$ cat src/rtl/seg_scan_if.sv
`default_nettype none
// ============================================================================
// seg_scan_if : control/display bundle between a display client and seg_scan_ctrl
// Revision    : 1.0
// ============================================================================
interface seg_scan_if;
  logic        en;
  logic [15:0] digits;
  logic [3:0]  dp_in;
  logic [3:0]  blank_mask;
  logic [1:0]  sel;
  logic [3:0]  an;
  logic [6:0]  seg;
  logic        dp;
  logic        frame_tick;

  modport master (
    output en, digits, dp_in, blank_mask,
    input  sel, an, seg, dp, frame_tick
  );

  modport slave (
    input  en, digits, dp_in, blank_mask,
    output sel, an, seg, dp, frame_tick
  );
endinterface
`default_nettype wire

$ cat src/rtl/seg_scan_ctrl.sv
`default_nettype none
// ============================================================================
// seg_scan_ctrl : 4-digit common-anode 7-segment scan driver with inter-digit
//                 blanking and once-per-slot digit capture
// Revision      : 1.0
// ============================================================================
module seg_scan_ctrl #(
  parameter int REFRESH_DIV  = 100000,
  parameter int BLANK_CYCLES = 1000
) (
  input  wire logic  clk,
  input  wire logic  rst,
  seg_scan_if.slave  bus
);

  localparam int              c_CW   = (REFRESH_DIV > 2) ? $clog2(REFRESH_DIV) : 1;
  localparam logic [c_CW-1:0] c_LAST = c_CW'(REFRESH_DIV - 1);
  localparam logic [c_CW-1:0] c_CAP  = c_CW'(BLANK_CYCLES - 1);

  localparam logic [0:0] S_BLANK = 1'b0;
  localparam logic [0:0] S_ON    = 1'b1;

  logic [c_CW-1:0] r_cnt;
  logic [1:0]      r_sel;
  logic            r_tick;
  logic [0:0]      r_state;
  logic [0:0]      w_state_nxt;
  logic [3:0]      r_nib;
  logic            r_dp_cap;
  logic            r_mask_cap;
  logic [3:0]      r_an;
  logic [6:0]      r_seg;
  logic            r_dp;
  logic [3:0]      w_an;
  logic [6:0]      w_seg;
  logic            w_dp;
  logic            w_wrap;
  logic            w_cap;

  assign w_wrap = (r_cnt == c_LAST);
  assign w_cap  = (r_cnt == c_CAP);

  function automatic logic [6:0] hex7(input logic [3:0] v);
    case (v)
      4'h0: hex7 = 7'b1000000;
      4'h1: hex7 = 7'b1111001;
      4'h2: hex7 = 7'b0100100;
      4'h3: hex7 = 7'b0110000;
      4'h4: hex7 = 7'b0011001;
      4'h5: hex7 = 7'b0010010;
      4'h6: hex7 = 7'b0000010;
      4'h7: hex7 = 7'b1111000;
      4'h8: hex7 = 7'b0000000;
      4'h9: hex7 = 7'b0010000;
      4'hA: hex7 = 7'b0001000;
      4'hB: hex7 = 7'b0000011;
      4'hC: hex7 = 7'b1000110;
      4'hD: hex7 = 7'b0100001;
      4'hE: hex7 = 7'b0000110;
      default: hex7 = 7'b0001110;
    endcase
  endfunction

  // Slot counter and digit index; disabling abandons the slot and rewinds to slot 0
  always_ff @(posedge clk or posedge rst) begin
    if (rst) begin
      r_cnt  <= '0;
      r_sel  <= 2'd0;
      r_tick <= 1'b0;
    end else if (!bus.en) begin
      r_cnt  <= '0;
      r_sel  <= 2'd0;
      r_tick <= 1'b0;
    end else begin
      r_cnt  <= w_wrap ? '0 : r_cnt + 1'b1;
      r_sel  <= w_wrap ? r_sel + 2'd1 : r_sel;
      r_tick <= w_wrap && (r_sel == 2'd3);
    end
  end

  always_ff @(posedge clk or posedge rst) begin
    if (rst) begin
      r_nib      <= 4'd0;
      r_dp_cap   <= 1'b0;
      r_mask_cap <= 1'b0;
    end else if (bus.en && w_cap) begin
      r_nib      <= bus.digits[{r_sel, 2'b00} +: 4];
      r_dp_cap   <= bus.dp_in[r_sel];
      r_mask_cap <= bus.blank_mask[r_sel];
    end
  end

  always_ff @(posedge clk or posedge rst) begin
    if (rst) r_state <= S_BLANK;
    else     r_state <= w_state_nxt;
  end

  // ON spans cnt BLANK_CYCLES..REFRESH_DIV-1, entered right after the capture cycle
  always_comb begin
    w_state_nxt = r_state;
    case (r_state)
      S_BLANK: if (bus.en && w_cap)    w_state_nxt = S_ON;
      S_ON:    if (!bus.en || w_wrap)  w_state_nxt = S_BLANK;
      default:                         w_state_nxt = S_BLANK;
    endcase
  end

  always_comb begin
    w_an  = 4'b1111;
    w_seg = 7'b1111111;
    w_dp  = 1'b1;
    if (bus.en && (r_state == S_ON) && !r_mask_cap) begin
      w_an  = ~(4'b0001 << r_sel);
      w_seg = hex7(r_nib);
      w_dp  = ~r_dp_cap;
    end
  end

  // Registering all cathode/anode lines together keeps seg/dp edges aligned with an edges
  always_ff @(posedge clk or posedge rst) begin
    if (rst) begin
      r_an  <= 4'b1111;
      r_seg <= 7'b1111111;
      r_dp  <= 1'b1;
    end else begin
      r_an  <= w_an;
      r_seg <= w_seg;
      r_dp  <= w_dp;
    end
  end

  assign bus.sel        = r_sel;
  assign bus.an         = r_an;
  assign bus.seg        = r_seg;
  assign bus.dp         = r_dp;
  assign bus.frame_tick = r_tick;

endmodule
`default_nettype wire

$ cat src/flat_wrapper.sv
// flat-port wrapper written by rule: the top's interface ports become plain ports
module seg_scan_ctrl_flat 
#(
  parameter int REFRESH_DIV  = 100000,
  parameter int BLANK_CYCLES = 1000
)
  (clk, rst, bus_en, bus_digits, bus_dp_in, bus_blank_mask, bus_sel, bus_an, bus_seg, bus_dp, bus_frame_tick);
  seg_scan_if bus_i ();
  input  wire logic clk;
  input  wire logic rst;
  input wire logic [$bits(bus_i.en)-1:0] bus_en;
  input wire logic [$bits(bus_i.digits)-1:0] bus_digits;
  input wire logic [$bits(bus_i.dp_in)-1:0] bus_dp_in;
  input wire logic [$bits(bus_i.blank_mask)-1:0] bus_blank_mask;
  output wire logic [$bits(bus_i.sel)-1:0] bus_sel;
  output wire logic [$bits(bus_i.an)-1:0] bus_an;
  output wire logic [$bits(bus_i.seg)-1:0] bus_seg;
  output wire logic [$bits(bus_i.dp)-1:0] bus_dp;
  output wire logic [$bits(bus_i.frame_tick)-1:0] bus_frame_tick;
  assign bus_i.en = bus_en;
  assign bus_i.digits = bus_digits;
  assign bus_i.dp_in = bus_dp_in;
  assign bus_i.blank_mask = bus_blank_mask;
  assign bus_sel = bus_i.sel;
  assign bus_an = bus_i.an;
  assign bus_seg = bus_i.seg;
  assign bus_dp = bus_i.dp;
  assign bus_frame_tick = bus_i.frame_tick;
  seg_scan_ctrl #(.REFRESH_DIV(REFRESH_DIV), .BLANK_CYCLES(BLANK_CYCLES)) u_core (.clk(clk), .rst(rst), .bus(bus_i));
endmodule
$ cat config.mk
export PLATFORM = sky130hd
export DESIGN_NAME = seg_scan_ctrl_flat
export DESIGN_NICKNAME = d
export VERILOG_FILES = /design/src/rtl/seg_scan_if.sv /design/src/rtl/seg_scan_ctrl.sv /design/src/flat_wrapper.sv
export SDC_FILE = /design/constraint.sdc
export NUM_CORES = 1
export LEC_CHECK = 0
export ABC_CLOCK_PERIOD_IN_PS = 6620
export CORE_ASPECT_RATIO = 1.5
export CORE_UTILIZATION = 50
export CTS_BUF_LIST = sky130_fd_sc_hd__clkbuf_8
export CTS_CLUSTER_SIZE = 14
export DETAILED_ROUTE_END_ITERATION = 7
export PLACE_DENSITY_LB_ADDON = 0.2
export SLEW_MARGIN = 20
export SYNTH_ARGS = -nofsm -noshare
export SYNTH_HDL_FRONTEND = slang
export SYNTH_SLANG_ARGS = --single-unit
export TNS_END_PERCENT = 50
$ cat constraint.sdc
create_clock -name clk -period 6.62 [get_ports clk]
set_clock_uncertainty 0.2 [all_clocks]
set_input_delay 1.324 -clock clk [delete_from_list [all_inputs] [get_ports clk]]
set_output_delay 1.324 -clock clk [all_outputs]
set_load 0.03 [all_outputs]
==> impl_metrics.env, run 1 <==
export IMPL_status="completed"
export IMPL_num_vias=1538
export IMPL_end_kind="output port"
export IMPL_cap_violations=0
export IMPL_r2r_cells=4
export IMPL_place_hpwl_mm=3.15
export IMPL_holdBufCountCts=0
export IMPL_start_util_pct=52.4
export IMPL_die_height_um=81.3
export IMPL_cts_buffers=5
export IMPL_ys_async_sr_fraction_pct=100
export IMPL_ys_flop_type="dfrtp_1"
export IMPL_ys_seq_elements=39
export IMPL_yosysSeqAreaShare_pct=47.3
export IMPL_antenna_found_initial=0
export IMPL_fin_crit_sh_pct=48.4
export IMPL_tns_ps=0
export IMPL_drt_iter0_drc=42
export IMPL_die_x_um=54.8
export IMPL_cp_max_fo=10
export IMPL_detail_route_wl_per_cell_um=14.8
export IMPL_synth_distinct_cells=37
export IMPL_grt_pass1_wl_mm=6.94
export IMPL_crit_path_max_incr_delay_ps=760
export IMPL_clock_path_buffers=2
export IMPL_grt_pass1_vias=1625
export IMPL_grt_use_met3_pct=4.87
export IMPL_grt_remaining_overflow=0
export IMPL_start_kind="register"
export IMPL_core_area_um2=3990
export IMPL_maxSlewHeadroom_pct=50.8
export IMPL_cts_sinks=39
export IMPL_synthTopCellsByCount="27 x dfrtp_1, 18 x nor2_1, 16 x nand2_1"
export IMPL_cts_resized=0
export IMPL_synth_area_per_cell_um2=11.3
export IMPL_max_clock_freq_ghz=0.312
export IMPL_crit_type="reg -> out"
export IMPL_vdd_drop_max_mv=0.186
export IMPL_fillerInstances=320
export IMPL_placed_area_um2=2530
export IMPL_ctsRootBufferMaster="clkbuf_8"
export IMPL_tightest_slew_ps=735
export IMPL_arrival_ps=1680
export IMPL_drc=0
export IMPL_first_pass_iters=4
export IMPL_globalRouteTotalUtil_pct=21.7
export IMPL_drt_vias_per_instance=5.65
export IMPL_synth_top_cell_by_area="dfrtp_1"
export IMPL_design_area_um2=2650
export IMPL_ant_nets=0
export IMPL_path_cells="clkdlybuf4s50_1"
export IMPL_grt_busiest_layer="met2"
export IMPL_rsz0062_at_grt="false"
export IMPL_post_route_util_pct=66.2
export IMPL_synth_cells=185
export IMPL_synth_edf_count=0
export IMPL_clkTransAtPathRegs_ps=70
export IMPL_setup_viol=0
export IMPL_synth_area_um2=2090
export IMPL_grt_met1_usage_pct=24.0
export IMPL_yosysMostFrequentCell="dfrtp_1"
export IMPL_drive_gt1_share_pct=17.2
export IMPL_netlist_area_leader_share_pct=32.3
export IMPL_p_per_area_nw_per_um2=179
export IMPL_post_cts_setup_buffer_count=0
export IMPL_rows=28
export IMPL_hold_path_depth=1
export IMPL_p_leak_nw=1.03
export IMPL_cpMaxStageDelayCell="clkdlybuf4s50_1"
export IMPL_grt_max_degree=40
export IMPL_cp_top_family="buffers and inverters"
export IMPL_htree_levels=2
export IMPL_crit_required_ps=5100
export IMPL_syn2layout_area_growth_pct=26.3
export IMPL_port_buffers=41
export IMPL_worstSkewPairLatency_ps=290
export IMPL_hold_viol=0
export IMPL_synth_net_count=224
export IMPL_dieArea_um2=4460
export IMPL_routabilityCongestion=0.998
export IMPL_fin_crit_ps=3210
export IMPL_yosysWarnings=0
export IMPL_crit_cells=1
export IMPL_hold_path_class="reg -> reg"
export IMPL_path_buf_inv=1
export IMPL_diodes=0
export IMPL_cts_tree="yes"
export IMPL_use_met2_pct=38.4
export IMPL_drv_slew=0
export IMPL_nNetsFinal=265
export IMPL_synth_area_leaders="dfrtp_1 32%, dfstp_2 15%, ha_1 7.2%"
export IMPL_wl_mm=4.02
export IMPL_io_pins=42
[worst paths after layout]
| check | startpoint | to | slack, ps |
|---|---|---|---|
| max reg2reg | u_core.r_cnt[5] | u_core.r_cnt[14] | 4110 |
| min reg2reg | u_core.r_dp_cap | u_core.bus.dp | 210 |
| min in group asynchronous | rst | u_core.r_cnt[4] | 1240 |
| max | u_core.bus.sel[0] | bus_sel[0] | 3410 |
| max in group asynchronous | rst | u_core.bus.seg[1] | 4620 |
| min | u_core.r_dp_cap | u_core.bus.dp | 210 |
[state kept, by name, summed over array words and instances (netlist names)]
register and flops:
u_core.bus.seg 7, u_core.bus.sel 2, u_core.r_nib 4, u_core.r_cnt 17
u_core.bus.dp 1, u_core.r_state 1, u_core.r_dp_cap 1, u_core.r_mask_cap 1
u_core.bus.frame_tick 1, u_core.bus.an 4
[layout make-up]
cell class / instances / area, um^2 / area share [%]
inverters: 7 / 26.3 / 0.993
clock buffers: 6 / 82.6 / 3.12
repair buffers: 42 / 418 / 15.8
clock inverters: 2 / 35.0 / 1.32
multi-input cells: 131 / 1040 / 39.2
well taps: 45 / 56.3 / 2.13
flip-flops and latches: 39 / 991 / 37.5
[cell usage in the layout (no fill, tap or decap), types with 3 or more instances in the layout]
master	count
clkbuf_8	6
xnor2_1	7
nand3_1	6
dfstp_2	12
mux2_2	7
nor2b_1	4
nor2_1	18
nand4_1	5
ha_1	12
nand2_1	16
a21oi_1	3
or4_1	3
nor4_1	4
or3_1	3
inv_1	7
dfrtp_1	27
o311ai_0	5
o211ai_1	3
clkdlybuf4s50_1	41
xor2_1	6
mux4_2	6
nand2b_1	4
[through the flow]
step | power [mW] | hold slack (ps) | setup WS, ps | std cells
2_1_floorplan | 0.257 | 168 | 4170 | 185
3_3_place_gp | 0.274 | 183 | 3480 | 264
3_5_place_dp | 0.275 | 208 | 3420 | 264
4_1_cts | 0.477 | 211 | 3390 | 272
5_1_grt | 0.492 | 226 | 3300 | 272
6_report | 0.473 | 212 | 3410 | 272
[per-layer routing]
layer	routed length [um]	share of wire, %
met1	1560	39
met3	171	4.3
met4	46	1.1
met2	2240	56
met5	0	0
[power breakdown]
group	switching (mW)	internal [mW]	total (mW)	leakage (nW)
combinational	0.0101	0.0181	0.0282	0.463
clock	0.0811	0.122	0.203	0.0612
sequential	0.00167	0.240	0.242	0.501
total	0.0929	0.380	0.473	1.03
[kinds of logic after synthesis]
kind of cell    count (synthesis)  synth area share, %
buf+inv                        15                 3.23
xor+xnor                       13                 5.44
mux                            14                 10.7
compound gates                 18                 6.15
simple gates                   74                 20.0
fa+ha+maj                      12                 7.17
flops                          39                 47.3
No activity file was read; power rests on OpenSTA's default activity.
==> inputs of run 2 (changes only) <==
ABC_CLOCK_PERIOD_IN_PS = 3050   (was 6620)
clock period = 3.05 ns   (was 6.62 ns; I/O delays follow)
==> impl_metrics.env, run 2 (synthesis gave the netlist of run 1 again) <==
export IMPL_hold_viol=0
export IMPL_cp_top_family="buffers and inverters"
export IMPL_dieArea_um2=4460
export IMPL_p_per_area_nw_per_um2=368
export IMPL_core_area_um2=3990
export IMPL_num_vias=1540
export IMPL_worstSkewPairLatency_ps=290
export IMPL_path_cells="clkdlybuf4s50_1"
export IMPL_clock_path_buffers=2
export IMPL_cap_violations=0
export IMPL_tightest_slew_ps=719
export IMPL_clkPwrFrac_pct=39.5
export IMPL_htree_levels=2
export IMPL_max_flop_register="u_core.r_cnt"
export IMPL_wl_mm=3.98
export IMPL_p_leak_nw=1.01
export IMPL_swShare_pct=20.9
export IMPL_cpMaxStageDelayCell="clkdlybuf4s50_1"
export IMPL_port_buffers=41
export IMPL_crit_path_max_incr_delay_ps=780
export IMPL_fillerInstances=318
export IMPL_grt_max_degree=40
export IMPL_drv_slew=0
export IMPL_ctsRootBufferMaster="clkbuf_8"
export IMPL_die_height_um=81.3
export IMPL_regArea_um2=991
export IMPL_drc=0
export IMPL_start_util_pct=52.4
export IMPL_comb_power_share_pct=6.3
export IMPL_fin_crit_sh_pct=82.0
export IMPL_detail_route_wl_per_cell_um=14.6
export IMPL_layout_common_cells="41 x clkdlybuf4s50_1, 27 x dfrtp_1, 18 x nor2_1"
export IMPL_status="completed"
export IMPL_fin_crit_ps=2500
export IMPL_p_sw_uw=203
export IMPL_hold_path_class="reg -> reg"
export IMPL_clkTransAtPathRegs_ps=80
export IMPL_tns_ps=0
export IMPL_arrival_ps=1690
export IMPL_die_x_um=54.8
export IMPL_diodes=0
export IMPL_maxSlewHeadroom_pct=51.9
export IMPL_io_pins=42
export IMPL_post_route_util_pct=65.9
export IMPL_rsz0062_at_grt="false"
export IMPL_crit_type="reg -> out"
export IMPL_rows=28
export IMPL_syn2layout_area_growth_pct=25.6
export IMPL_antenna_found_initial=0
export IMPL_ant_nets=0
export IMPL_post_cts_setup_buffer_count=0
export IMPL_place_hpwl_mm=3.04
export IMPL_multi_input_area_um2=1040
export IMPL_globalRouteTotalUtil_pct=21.7
export IMPL_largest_register_ffs=17
export IMPL_start_kind="register"
export IMPL_cts_buffers=5
export IMPL_drt_iter0_drc=50
export IMPL_first_pass_iters=4
export IMPL_vdd_drop_max_mv=0.347
export IMPL_routabilityCongestion=0.956
export IMPL_p_int_uw=766
export IMPL_grt_remaining_overflow=0
export IMPL_setup_viol=0
export IMPL_layout_commonest_cell="clkdlybuf4s50_1"
export IMPL_drt_vias_per_instance=5.66
export IMPL_cts_resized=0
export IMPL_drive_gt1_share_pct=17.2
export IMPL_cp_max_fo=10
export IMPL_cts_tree="yes"
export IMPL_p_seq_share_pct=54.2
export IMPL_max_clock_freq_ghz=0.400
export IMPL_end_kind="output port"
export IMPL_cts_sinks=39
export IMPL_grt_pass1_vias=1558
export IMPL_crit_required_ps=2240
export IMPL_grt_pass1_wl_mm=6.93
export IMPL_path_buf_inv=1
export IMPL_holdBufCountCts=0
export IMPL_nNetsFinal=265
[run 2: changes by cell type in the layout (fill, tap and decap cells not counted), sizes merged]
cell      previous run  this run
bufinv               1         0
clkbuf               6         7
clkinv               1         0
clkinvlp             0         1
[run 2: layout make-up]
class,count,area share (%)
Inverter,7,0.999
Timing Repair Buffer,42,15.9
Clock inverter,1,0.285
Multi-Input combinational cell,131,39.4
Sequential cell,39,37.7
Tap cell,45,2.14
Clock buffer,7,3.66
[run 2: final timing paths]
| path | startpoint | end | slack (ps) | cells past startpoint |
|---|---|---|---|---|
| max | u_core.bus.sel[0] | bus_sel[0] | 550 | 1 |
| min | u_core.r_dp_cap | u_core.bus.dp | 210 | 1 |
| max reg2reg | u_core.r_cnt[5] | u_core.r_cnt[12] | 620 | 4 |
| min reg2reg | u_core.r_dp_cap | u_core.bus.dp | 210 | 1 |
| max in group asynchronous | rst | u_core.bus.seg[3] | 1760 | 3 |
| min in group asynchronous | rst | u_core.r_cnt[4] | 530 | 3 |
[run 2: power groups by stage]
stage / Sequential (mW) / Combinational [mW] / Clock [mW]
6_report: 0.525 / 0.0609 / 0.383
5_1_grt: 0.526 / 0.0681 / 0.415
4_1_cts: 0.525 / 0.0626 / 0.390
3_5_place_dp: 0.534 / 0.0623 / 0
3_3_place_gp: 0.534 / 0.0601 / 0
2_1_floorplan: 0.533 / 0.0244 / 0
[run 2: layer usage]
metal	global-route usage, %	part of all wire (%)	routed length, um	up-vias
met5	0	0	0	-
met4	9.74	2.2	86	0
met3	3.93	3.5	139	9
met2	36.9	55	2190	47
met1	25.5	39	1560	739
li1	-	-	-	745
[run 2: per-stage QoR]
step | hold WS, ps | worst slack, ps | instances | total power, mW | area, um^2
after CTS | 212 | 526 | 272 | 0.978 | 2630
after global placement | 184 | 604 | 264 | 0.594 | 2530
after floorplan | 168 | 964 | 185 | 0.557 | 2090
after global routing | 228 | 423 | 272 | 1.01 | 2630
final | 205 | 550 | 272 | 0.968 | 2630
after detailed placement | 195 | 526 | 264 | 0.596 | 2530
